**src/rtl/hazard_pkg.sv**
```systemverilog
// Shared types and constants for the ID/EX/MEM/WB forwarding and hazard controller.
// Slot addresses are stored at SLOT_AW bits so one record type serves any AW <= SLOT_AW.
package hazard_pkg;

  localparam int SLOT_AW = 8;

  localparam logic [1:0] FWD_RF     = 2'b00;
  localparam logic [1:0] FWD_EXMEM  = 2'b10;
  localparam logic [1:0] FWD_MEMWB  = 2'b01;
  localparam logic [1:0] FWD_WBHOLD = 2'b11;

  typedef struct packed {
    logic               v;
    logic [SLOT_AW-1:0] waddr;
    logic               ld;
  } slot_t;

  localparam slot_t BUBBLE = '{v: 1'b0, waddr: '0, ld: 1'b0};

  function automatic slot_t make_slot(input logic v, input logic [SLOT_AW-1:0] waddr,
                                      input logic ld);
    slot_t s;
    s.v     = v;
    s.waddr = waddr;
    s.ld    = ld;
    return s;
  endfunction

  function automatic logic slot_hit(input slot_t s, input logic [SLOT_AW-1:0] addr);
    return s.v && (s.waddr == addr);
  endfunction

endpackage

```
**src/rtl/fwd_src_match.sv**
```systemverilog
// Per-operand match against the three in-flight writer slots: picks the youngest
// forwarding source and flags a load-use hazard against the EX slot.
module fwd_src_match
  import hazard_pkg::*;
#(
  parameter int AW        = 4,
  parameter int RF_WT     = 1,
  parameter int ZERO_HARD = 1
) (
  input  logic [AW-1:0] src_addr,
  input  logic          src_used,
  input  slot_t         ex_slot,
  input  slot_t         mem_slot,
  input  slot_t         wb_slot,
  output logic [1:0]    sel,
  output logic          load_use
);

  logic               live;
  logic               ex_hit;
  logic               mem_hit;
  logic               wb_hit;
  logic [SLOT_AW-1:0] addr_w;
  logic               unused_ld;

  assign addr_w  = SLOT_AW'(src_addr);
  assign live    = src_used && ((ZERO_HARD == 0) || (src_addr != '0));
  assign ex_hit  = live && slot_hit(ex_slot, addr_w);
  assign mem_hit = live && slot_hit(mem_slot, addr_w);
  assign wb_hit  = live && slot_hit(wb_slot, addr_w);

  // A load in EX has no data yet; it falls through here and the stall covers it.
  always_comb begin
    sel = FWD_RF;
    if (ex_hit && !ex_slot.ld) begin
      sel = FWD_EXMEM;
    end else if (mem_hit) begin
      sel = FWD_MEMWB;
    end else if ((RF_WT == 0) && wb_hit) begin
      sel = FWD_WBHOLD;
    end
  end

  assign load_use  = ex_hit && ex_slot.ld;
  assign unused_ld = mem_slot.ld ^ wb_slot.ld;

endmodule

```
**src/rtl/hazard_fwd_unit.sv**
```systemverilog
// Forwarding/hazard controller: shadows in-flight writers, registers the EX operand
// selects, raises the load-use stall and counts stall cycles.
module hazard_fwd_unit
  import hazard_pkg::*;
#(
  parameter int AW        = 4,
  parameter int NSRC      = 3,
  parameter int RF_WT     = 1,
  parameter int ZERO_HARD = 1,
  parameter int CNT_W     = 16
) (
  input  logic                clk,
  input  logic                rst,
  input  logic                id_valid,
  input  logic [NSRC*AW-1:0]  id_src_addr,
  input  logic [NSRC-1:0]     id_src_used,
  input  logic                id_wen,
  input  logic [AW-1:0]       id_waddr,
  input  logic                id_is_load,
  input  logic                flush,
  input  logic                pipe_hold,
  output logic                stall,
  output logic [2*NSRC-1:0]   fwd_sel,
  output logic [CNT_W-1:0]    stall_cnt
);

  slot_t             ex_q;
  slot_t             mem_q;
  slot_t             wb_q;
  slot_t             id_rec;
  logic [NSRC-1:0]   load_use;
  logic [2*NSRC-1:0] sel_next;

  assign id_rec = make_slot(id_valid & id_wen, SLOT_AW'(id_waddr), id_is_load);

  for (genvar i = 0; i < NSRC; i++) begin : g_src
    fwd_src_match #(
      .AW       (AW),
      .RF_WT    (RF_WT),
      .ZERO_HARD(ZERO_HARD)
    ) u_match (
      .src_addr(id_src_addr[i*AW +: AW]),
      .src_used(id_valid & id_src_used[i]),
      .ex_slot (ex_q),
      .mem_slot(mem_q),
      .wb_slot (wb_q),
      .sel     (sel_next[2*i +: 2]),
      .load_use(load_use[i])
    );
  end

  assign stall = (|load_use) & ~flush;

  // A stall keeps the consumer in ID and lets the load advance into MEM, so the
  // retry one cycle later picks it up through the MEM/WB path.
  always_ff @(posedge clk) begin
    if (rst) begin
      ex_q      <= BUBBLE;
      mem_q     <= BUBBLE;
      wb_q      <= BUBBLE;
      fwd_sel   <= '0;
      stall_cnt <= '0;
    end else if (pipe_hold) begin
      ex_q      <= ex_q;
      mem_q     <= mem_q;
      wb_q      <= wb_q;
      fwd_sel   <= fwd_sel;
      stall_cnt <= stall_cnt;
    end else if (flush) begin
      ex_q      <= BUBBLE;
      mem_q     <= BUBBLE;
      wb_q      <= mem_q;
      fwd_sel   <= '0;
    end else if (stall) begin
      ex_q      <= BUBBLE;
      mem_q     <= ex_q;
      wb_q      <= mem_q;
      fwd_sel   <= '0;
      if (stall_cnt != {CNT_W{1'b1}}) begin
        stall_cnt <= stall_cnt + CNT_W'(1);
      end
    end else begin
      ex_q      <= id_rec;
      mem_q     <= ex_q;
      wb_q      <= mem_q;
      fwd_sel   <= sel_next;
    end
  end

endmodule
```
**config.mk**
```make
export PLATFORM = sky130hd
export DESIGN_NAME = hazard_fwd_unit
export DESIGN_NICKNAME = d
export VERILOG_FILES = /design/src/rtl/hazard_pkg.sv /design/src/rtl/fwd_src_match.sv /design/src/rtl/hazard_fwd_unit.sv
export SDC_FILE = /design/constraint.sdc
export NUM_CORES = 1
export LEC_CHECK = 0
export CAP_MARGIN = 15
export CORE_UTILIZATION = 49
export DETAILED_ROUTE_END_ITERATION = 12
export PLACE_DENSITY = 0.92
export SLEW_MARGIN = 20
export SYNTH_ARGS = -nofsm -noshare
export SYNTH_HDL_FRONTEND = slang
export SYNTH_SLANG_ARGS = --single-unit
```
**constraint.sdc**
```tcl
create_clock -name clk -period 2.3 [get_ports clk]
set_input_delay 0.46 -clock clk [delete_from_list [all_inputs] [get_ports clk]]
set_output_delay 0.46 -clock clk [all_outputs]
set_load 0.01 [all_outputs]
```
* After elaboration in Yosys (flattened, before gate mapping) *
Index checks and enable logic that the tools add are counted.

storage, ports and cells
  register bits after elaboration = 41
  input port bits = 26
  logic and storage cells = 60

cells by class
  add/sub/neg operators = 1
  equality and inequality tests = 7
  mux-type cells = 11
  bitwise gates (word level) = 7
  reduce and logical (&&, ||, !) cells = 27

operators with widths
  cell                                           count
  == test 8 x 4 -> 1 bit                         6
  two-way mux 10 bit                             3
  logical AND 1 bit                              21
  adder 16 x 1 -> 16 bit, second input constant  1
  inequality test 16 bit, second input constant  1
  two-way mux 6 bit                              2
  nonzero test 4 bit                             3
  two-way mux 2 bit                              3
  bitwise AND 1 bit                              5
  AND reduction 4 bit                            1
  two-way mux 1 bit                              3
  OR reduction 3 bit                             1
  NOT 1 bit                                      2
  logical NOT 1 bit                              1

* Longest topological paths before layout *
Gate-level depths: netlist of the first run.

  depth after elaboration = 8
  depth in mapped cells = 8
  gate-level depth less buffers = 6

* Modules after synthesis *
From an unflattened synthesis of the first run, not the netlist that was laid out.

second synthesis, totals
  cell total of the unflattened synthesis = 251
  area total of the unflattened synthesis = 2,308.5 sq um

by module, submodules not included
  module           instances  cells an instance  area an instance (sq um)  sequential area each (sq um)
  hazard_fwd_unit  1          194                1,801.7                   800.8
  fwd_src_match    3          19                 168.9                     0.0

* Worst setup path before layout of the first run *
Ideal clock, no wire load.

  path type = input port to output port
  from = input port id_src_addr[5]
  to = output port stall
  arrival time = 1,520 ps
  slack = 320 ps
  cell stages on the path = 5
  path through = or4_4 > nand3_2 > nor3_2 > nor3_2 > nor3_1

on the way
  word-level cells in the longest chain between the ends = 6

ends and longest elaborated chain
  what                                                                 RTL line                               source
  start: declaration                                                   hazard_fwd_unit.sv:15                  input logic [NSRC*AW-1:0] id_src_addr,
  == test 8 x 4 -> 1 bit / nonzero test 4 bit (equally long branches)  hazard_pkg.sv:30, fwd_src_match.sv:27
  logical AND 1 bit, on equally long branches                          hazard_pkg.sv:30, fwd_src_match.sv:27
  logical AND 1 bit *                                                  fwd_src_match.sv:28                    assign ex_hit = live && slot_hit(ex_slot, addr_w);
  logical AND 1 bit *                                                  fwd_src_match.sv:44                    assign load_use = ex_hit && ex_slot.ld;
  OR reduction 3 bit *                                                 hazard_fwd_unit.sv:52                  assign stall = (|load_use) & ~flush;
  bitwise AND 1 bit *                                                  hazard_fwd_unit.sv:52
  end: declaration                                                     hazard_fwd_unit.sv:22                  output logic stall,

Every way passes the cells marked *; elsewhere a longest branch is shown, timed or not.

* Worst setup path in the final report of the first run *
  from = input port id_src_addr[2]
  to = output port stall

Same word-level chain as after synthesis.

==> run_results.csv, run 1 <==
group,metric,value,unit
placement,gp_congestion,0.8774,
timing,setup_slack,0.04981,ns
hold_path,holdPathStages,2,
worst_setup_path,worstSetupStartpoint,"id_src_addr[2]",
floorplanning,core,3716,um^2
synthesis,synth_compound_area_share,22.42,%
timing,slew_viol_final,0,
hold_path,worstHoldPathType,"reg2reg",
synthesis,netlist_instances,215,
worst_setup_path,cp_max_fo,3,
global_routing,grt_max_degree,18,
route,drc,0,
global_routing,grt_pass1_vias,1862,
pwr,peakVddDrop,0.3318,mV
worst_setup_path,slowest_delay,0.59,ns
synthesis,synth-main-ff-cell,"dfxtp_1",
flow_run,max_cap_violations,0,
synthesis,synth_top_family_by_area,"simple AND/OR/NAND/NOR gates",
clock_network,cts_tree,"done",
synthesis,yosysSeqAreaShare,34.51,%
placement,dpl_worst_slack,-0.5219,ns
worst_setup_path,crit_type,"in2out",
clock_network,clock_sinks,33,
worst_setup_path,r2r-end,"stall_cnt[13]",
worst_setup_path,crit_path_frequent_cell,"nor3_2",
route,routed_wl,5688,um
floorplanning,rows,22,
finish,drive_gt1_share,25.77,%
finish,final_util,75.25,%
finish,diodes,0,
clock_network,cts_hold_buf,0,
timing,hold_viol,0,
timing,finalSetupTns,0,ns
synthesis,yosys_register_bits,33,
placement,portBuffers,48,
floorplanning,die_area,4161,um^2
worst_setup_path,worstRegToRegCells,7,
clock_network,clk_pin_slew,0.07,ns
placement,dp_hpwl,3932,um
synthesis,synthSimpleGateAreaFrac,26.99,%
timing,holdWs,0.4620,ns
route,postRouteAntennaNets,0,
floorplanning,start_util,51.52,%
synthesis,ys_async_sr_fraction,0,%
synthesis,synth.distinct_cells,43,
global_routing,track_usage,28.17,%
clock_network,ctsLongestPathBuffers,2,
worst_setup_path,critPathCapture,"stall",
synthesis,synth.area.mux_share,0,%
clock_network,tritoncts.num_buffers,5,
global_routing,overflow,0,
timing,max_clock_freq,444.4,MHz
floorplanning,die_h,64.51,um
floorplanning,ios,49,
timing,relSlewSlack,72.35,%
finish,fin_nets,317,
timing,worst_slew_pin_slew,0.4110,ns
worst_setup_path,cpMaxStageDelayCell,"or4_4",
clock_network,h-tree-depth,2,
timing,fin_crit,2.250,ns
synthesis,synth_enable_flop_cells,0,
synthesis,synth-adder-area-share,0.6536,%
route,vias_per_cell,5.882,
pwr,power.density,470.9,nW/um^2
synthesis,syn-num-nets,242,
placement,dp_cells,330,
worst_setup_path,required,1.84,ns
worst_setup_path,end_kind,"primary output",
route,vias,1994,
worst_setup_path,crit_arrival,1.79,ns
route,drt_first_pass_iters,5,
worst_setup_path,start_kind,"primary input",
clock_network,clock_latency,0.29,ns
worst_setup_path,r2r_slack,0.12,ns
worst_setup_path,worstReg2RegStart,"stall_cnt[1]",
pwr,leakage,0.9895,nW
route,first_iter_violations,189,
worst_setup_path,crit_chain,"clkdlybuf4s15_1, or4_4, nand3_4, nor3_2, nor3_4, nor3_2, buf_2",
finish,area_growth_syn_to_layout,46.08,%
synthesis,synth_xor_area_share,10.98,%
synthesis,avgSynthCellArea,8.904,um^2
floorplanning,dieWidth,64.51,um
synthesis,synth_area,1914,um^2
global_routing,antenna_found_initial,0,
outcome,status,"finished clean",
route,wl_per_cell,16.78,um
clock_network,cts-root-buf,"clkbuf_8",
timing,fin_crit_sh,97.83,%
timing,setup_viol_count_final,0,
timing,finClkSkew,0.007012,ns
synthesis,yosys_warnings,0,
global_routing,grt_pass1_wl,8914,um
finish,final_cells,339,
==> worst min-delay path by stage <==
stage	start	to	slack, ns
after floorplan	mem_q[9]	mem_q[9]	0.45
after global placement	fwd_sel[2]	fwd_sel[2]	0.45
after detailed placement	fwd_sel[2]	fwd_sel[2]	0.45
after CTS	fwd_sel[2]	fwd_sel[2]	0.46
after global routing	fwd_sel[2]	fwd_sel[2]	0.50
final	fwd_sel[2]	fwd_sel[2]	0.46
==> layer usage <==
| metal | GRT usage (%) | vias to the layer above | wire length [um] |
|---|---|---|---|
| met1 | 33.26 | 939 | 2282 |
| met2 | 49.08 | 93 | 3005 |
| met4 | 13.06 | 0 | 131 |
| met5 | 0 | - | 0 |
| met3 | 5.106 | 14 | 268 |
| li1 | - | 948 | - |
==> critical path, delay by kind of cell <==
family	cells	cell delay, ns
buf+inv	2	0.37
simple gates	5	0.95
==> logic make-up (layout without fill, tap and decap cells) <==
| family | count (synthesis) | count (layout) |
|---|---|---|
| compound gates | 55 | 55 |
| flops | 33 | 33 |
| buf+inv | 14 | 90 |
| xor+xnor | 24 | 24 |
| fa+ha+maj | 1 | 1 |
| simple gates | 88 | 88 |
==> state kept, by name (all words and copies together) (netlist names) <==
signal	cells
fwd_sel	6
mem_q	5
ex_q	6
stall_cnt	16
==> synth_stat cells (3+ instances only) <==
cell type  instances  area share, %
nor4_1             5            1.6
dfxtp_1           33             35
o21ai_0            6            1.6
o21ai_2           10            4.6
a21oi_2            9            4.1
or3_1             15            4.9
clkbuf_1           5           0.98
a21oi_1           15            3.9
nor3b_1            5            2.0
nor2_1            14            2.7
nor3_1             4            1.0
nand4_1            8            2.6
xnor2_1            9            4.1
nor3_2             3            1.6
xor2_1            15            6.9
nand3_1            7            1.8
or4_1              3            1.2
a22o_1             5            2.3
nand2_1           12            2.4
buf_1              3           0.59
==> report_power, final <==
part / leakage, nW / internal (mW) / switching [mW]
sequential: 0.266 / 0.576 / 0.00915
clock: 0.0585 / 0.353 / 0.217
combinational: 0.665 / 0.0872 / 0.0749
total: 0.990 / 1.02 / 0.301
==> layout by cell type (no fill, tap or decap), types with 3 or more instances in the layout <==
cell,n
a21oi_1,14
a21oi_2,10
a22o_1,5
buf_4,28
buf_6,4
clkbuf_8,6
clkdlybuf4s15_1,5
clkdlybuf4s50_1,35
dfxtp_1,33
dlygate4sd2_1,7
nand2_1,12
nand3_1,6
nand4_1,8
nor2_1,13
nor3_1,3
nor3b_1,5
nor4_1,4
o21ai_0,6
o21ai_2,10
or3_1,15
xnor2_1,8
xor2_1,15
==> area by class of cell <==
cell class	count	area (um^2)
multi-input combinational	168	1230
fill	263	919.6
timing repair buffer	80	721.9
sequential	33	660.6
clock buffer	7	86.33
tap	48	60.06
clock inverter	1	30.03
inverter	2	7.507
==> through the flow <==
| step | power (mW) | instance area [um^2] |
|---|---|---|
| after CTS | 1.309 | 2754 |
| after detailed placement | 0.7512 | 2610 |
| final | 1.317 | 2796 |
| after global placement | 0.7444 | 2610 |
| after floorplan | 0.6583 | 1914 |
| after global routing | 1.348 | 2796 |
==> timing repair <==
action,CTS,global route
pin swaps,9,6
resized for setup,26,10
endpoints found under the setup margin,4,3
buffers inserted,0,1
No activity file was read; power rests on OpenSTA's default activity.
==> run 2, diff against run 1 <==
--- a/config.mk
+++ b/config.mk
@@ -8,7 +8,8 @@
 export CAP_MARGIN = 15
 export CORE_UTILIZATION = 49
 export DETAILED_ROUTE_END_ITERATION = 12
-export PLACE_DENSITY = 0.92
+export GPL_ROUTABILITY_DRIVEN = 1
+export PLACE_DENSITY_LB_ADDON = 0.15
 export SLEW_MARGIN = 20
 export SYNTH_ARGS = -nofsm -noshare
 export SYNTH_HDL_FRONTEND = slang
==> run 2 against run 1 <==
Final cell count decreased by 1.2%. Setup slack worse by 0.014 ns. Flip-flop and latch count unchanged. Sequential power barely moved. Die area unchanged. Critical path type unchanged. Largest power group unchanged.
==> run_results.csv, run 2 (synthesis gave the netlist of run 1 again) <==
group,metric,value,unit
finish,diodes,0,
global_routing,overflow,0,
route,drc,0,
placement,dp_hpwl,3730,um
timing,finClkSkew,0.007487,ns
global_routing,track_usage,24.96,%
global_routing,grt_pass1_wl,7935,um
pwr,peakVddDrop,0.3826,mV
floorplanning,core,3716,um^2
worst_setup_path,cpMaxStageDelayCell,"or4_4",
route,wl_per_cell,14.94,um
route,routed_wl,5006,um
timing,setup_viol_count_final,0,
clock_network,h-tree-depth,2,
timing,max_clock_freq,441.7,MHz
finish,fin_nets,313,
finish,area_growth_syn_to_layout,43.59,%
worst_setup_path,crit_arrival,1.80,ns
route,postRouteAntennaNets,0,
clock_network,cts_hold_buf,0,
floorplanning,ios,49,
timing,slew_viol_final,0,
floorplanning,dieWidth,64.51,um
worst_setup_path,start_kind,"primary input",
floorplanning,start_util,51.52,%
timing,hold_viol,0,
route,vias,1890,
floorplanning,die_area,4161,um^2
flow_run,max_cap_violations,0,
clock_network,cts-root-buf,"clkbuf_8",
worst_setup_path,slowest_delay,0.57,ns
timing,finalSetupTns,0,ns
clock_network,ctsLongestPathBuffers,2,
timing,fin_crit_sh,98.42,%
pwr,leakage,0.9894,nW
hold_path,worstHoldPathType,"reg2reg",
timing,rsz0062_at_grt,"false",
finish,drive_gt1_share,27.18,%
clock_network,tritoncts.num_buffers,5,
worst_setup_path,crit_type,"in2out",
placement,portBuffers,48,
clock_network,clock_sinks,33,
floorplanning,rows,22,
floorplanning,die_h,64.51,um
clock_network,cts_tree,"done",
finish,final_util,73.97,%
finish,layout_common_cells,"clkdlybuf4s50_1, dfxtp_1, buf_4, xor2_1",
worst_setup_path,crit_path_frequent_cell,"nor3_4",
finish,top_register,"stall_cnt",
outcome,status,"finished clean",
finish,reg_top3,"stall_cnt x16, ex_q x6, fwd_sel x6",
worst_setup_path,crit_chain,"clkdlybuf4s15_1, or4_4, nand3_4, nor3_4, nor3_4, nor3_2, buf_2",
finish,largest_reg_flops,16,
timing,fin_crit,2.264,ns
worst_setup_path,required,1.84,ns
timing,relSlewSlack,78.64,%
placement,gp_congestion,0.8936,
clock_network,post-cts-setup-buffers,0,
global_routing,grt_max_degree,24,
timing,holdWs,0.4782,ns
timing,worst_slew_pin_slew,0.3192,ns
pwr,power.density,421.4,nW/um^2
pwr,p_total,1.158,mW
global_routing,grt_pass1_vias,1705,
clock_network,clock_latency,0.29,ns
route,first_iter_violations,92,
finish,layout.cells.most_common,"clkdlybuf4s50_1",
worst_setup_path,end_kind,"primary output",
route,vias_per_cell,5.642,
clock_network,clk_pin_slew,0.07,ns
worst_setup_path,cp_max_fo,3,
route,drt_first_pass_iters,4,
global_routing,antenna_found_initial,0,
==> run 2: cell count changes in the layout (fill, tap and decap cells not counted), moves of 3 or more <==
cell,change
buf_4,-3
buf_6,-3
clkbuf_2,+3
clkdlybuf4s15_1,-3
dfxtp_1,-3
dfxtp_2,+3
==> run 2: what timing repair did <==
| item | 4_1_cts | 5_1_grt |
|---|---|---|
| pin swaps | 4 | 12 |
| resized for setup | 19 | 22 |
| setup endpoints to repair | 15 | 10 |
==> run 2: path summary, 6_finish.rpt <==
kind	startpoint	to	slack [ns]	cells after the start
worst max register to register	stall_cnt[1]	stall_cnt[15]	0.15	7
worst max-delay path	id_src_addr[0]	stall	0.04	7
worst min-delay path	fwd_sel[2]	fwd_sel[2]	0.48	2
worst min register to register	fwd_sel[2]	fwd_sel[2]	0.48	2
==> run 2: routing by layer <==
metal | routed length, um | GRT usage, % | up-vias | part of all wire [%]
li1 | - | - | 938 | -
met3 | 318 | 4.930 | 4 | 6.4
met5 | 0 | 0 | - | 0
met1 | 2383 | 35.61 | 894 | 48
met4 | 36 | 6.389 | 0 | 0.72
met2 | 2267 | 38.16 | 54 | 45
==> run 2: critical path, delay by kind of cell <==
kind | cells | cell delay (ns)
buffers and inverters | 2 | 0.37
and+or+nand+nor | 5 | 0.99
==> run 2: area by class of cell <==
| type | count | area (um^2) |
|---|---|---|
| multi-input combinational | 168 | 1234 |
| inverter | 2 | 7.507 |
| clock inverter | 3 | 17.52 |
| sequential | 33 | 664.4 |
| timing repair buffer | 76 | 696.9 |
| clock buffer | 5 | 68.82 |
| tap | 48 | 60.06 |
| fill | 297 | 967.2 |
==> run 2: power breakdown <==
part	switching, mW	internal (mW)	total, mW	leakage [nW]
clock network	0.218	0.209	0.426	0.0439
logic	0.0677	0.0788	0.146	0.678
registers	0.00931	0.576	0.586	0.268
total	0.295	0.864	1.16	0.989
==> run 2: through the flow <==
step	instance area [um^2]	std cells	worst slack [ns]
3_3_place_gp	2613	327	-0.5554
5_1_grt	2749	335	0.0007276
3_5_place_dp	2613	327	-0.5502
2_1_floorplan	1914	215	0.3204
6_report	2749	335	0.03623
4_1_cts	2703	335	0.001992
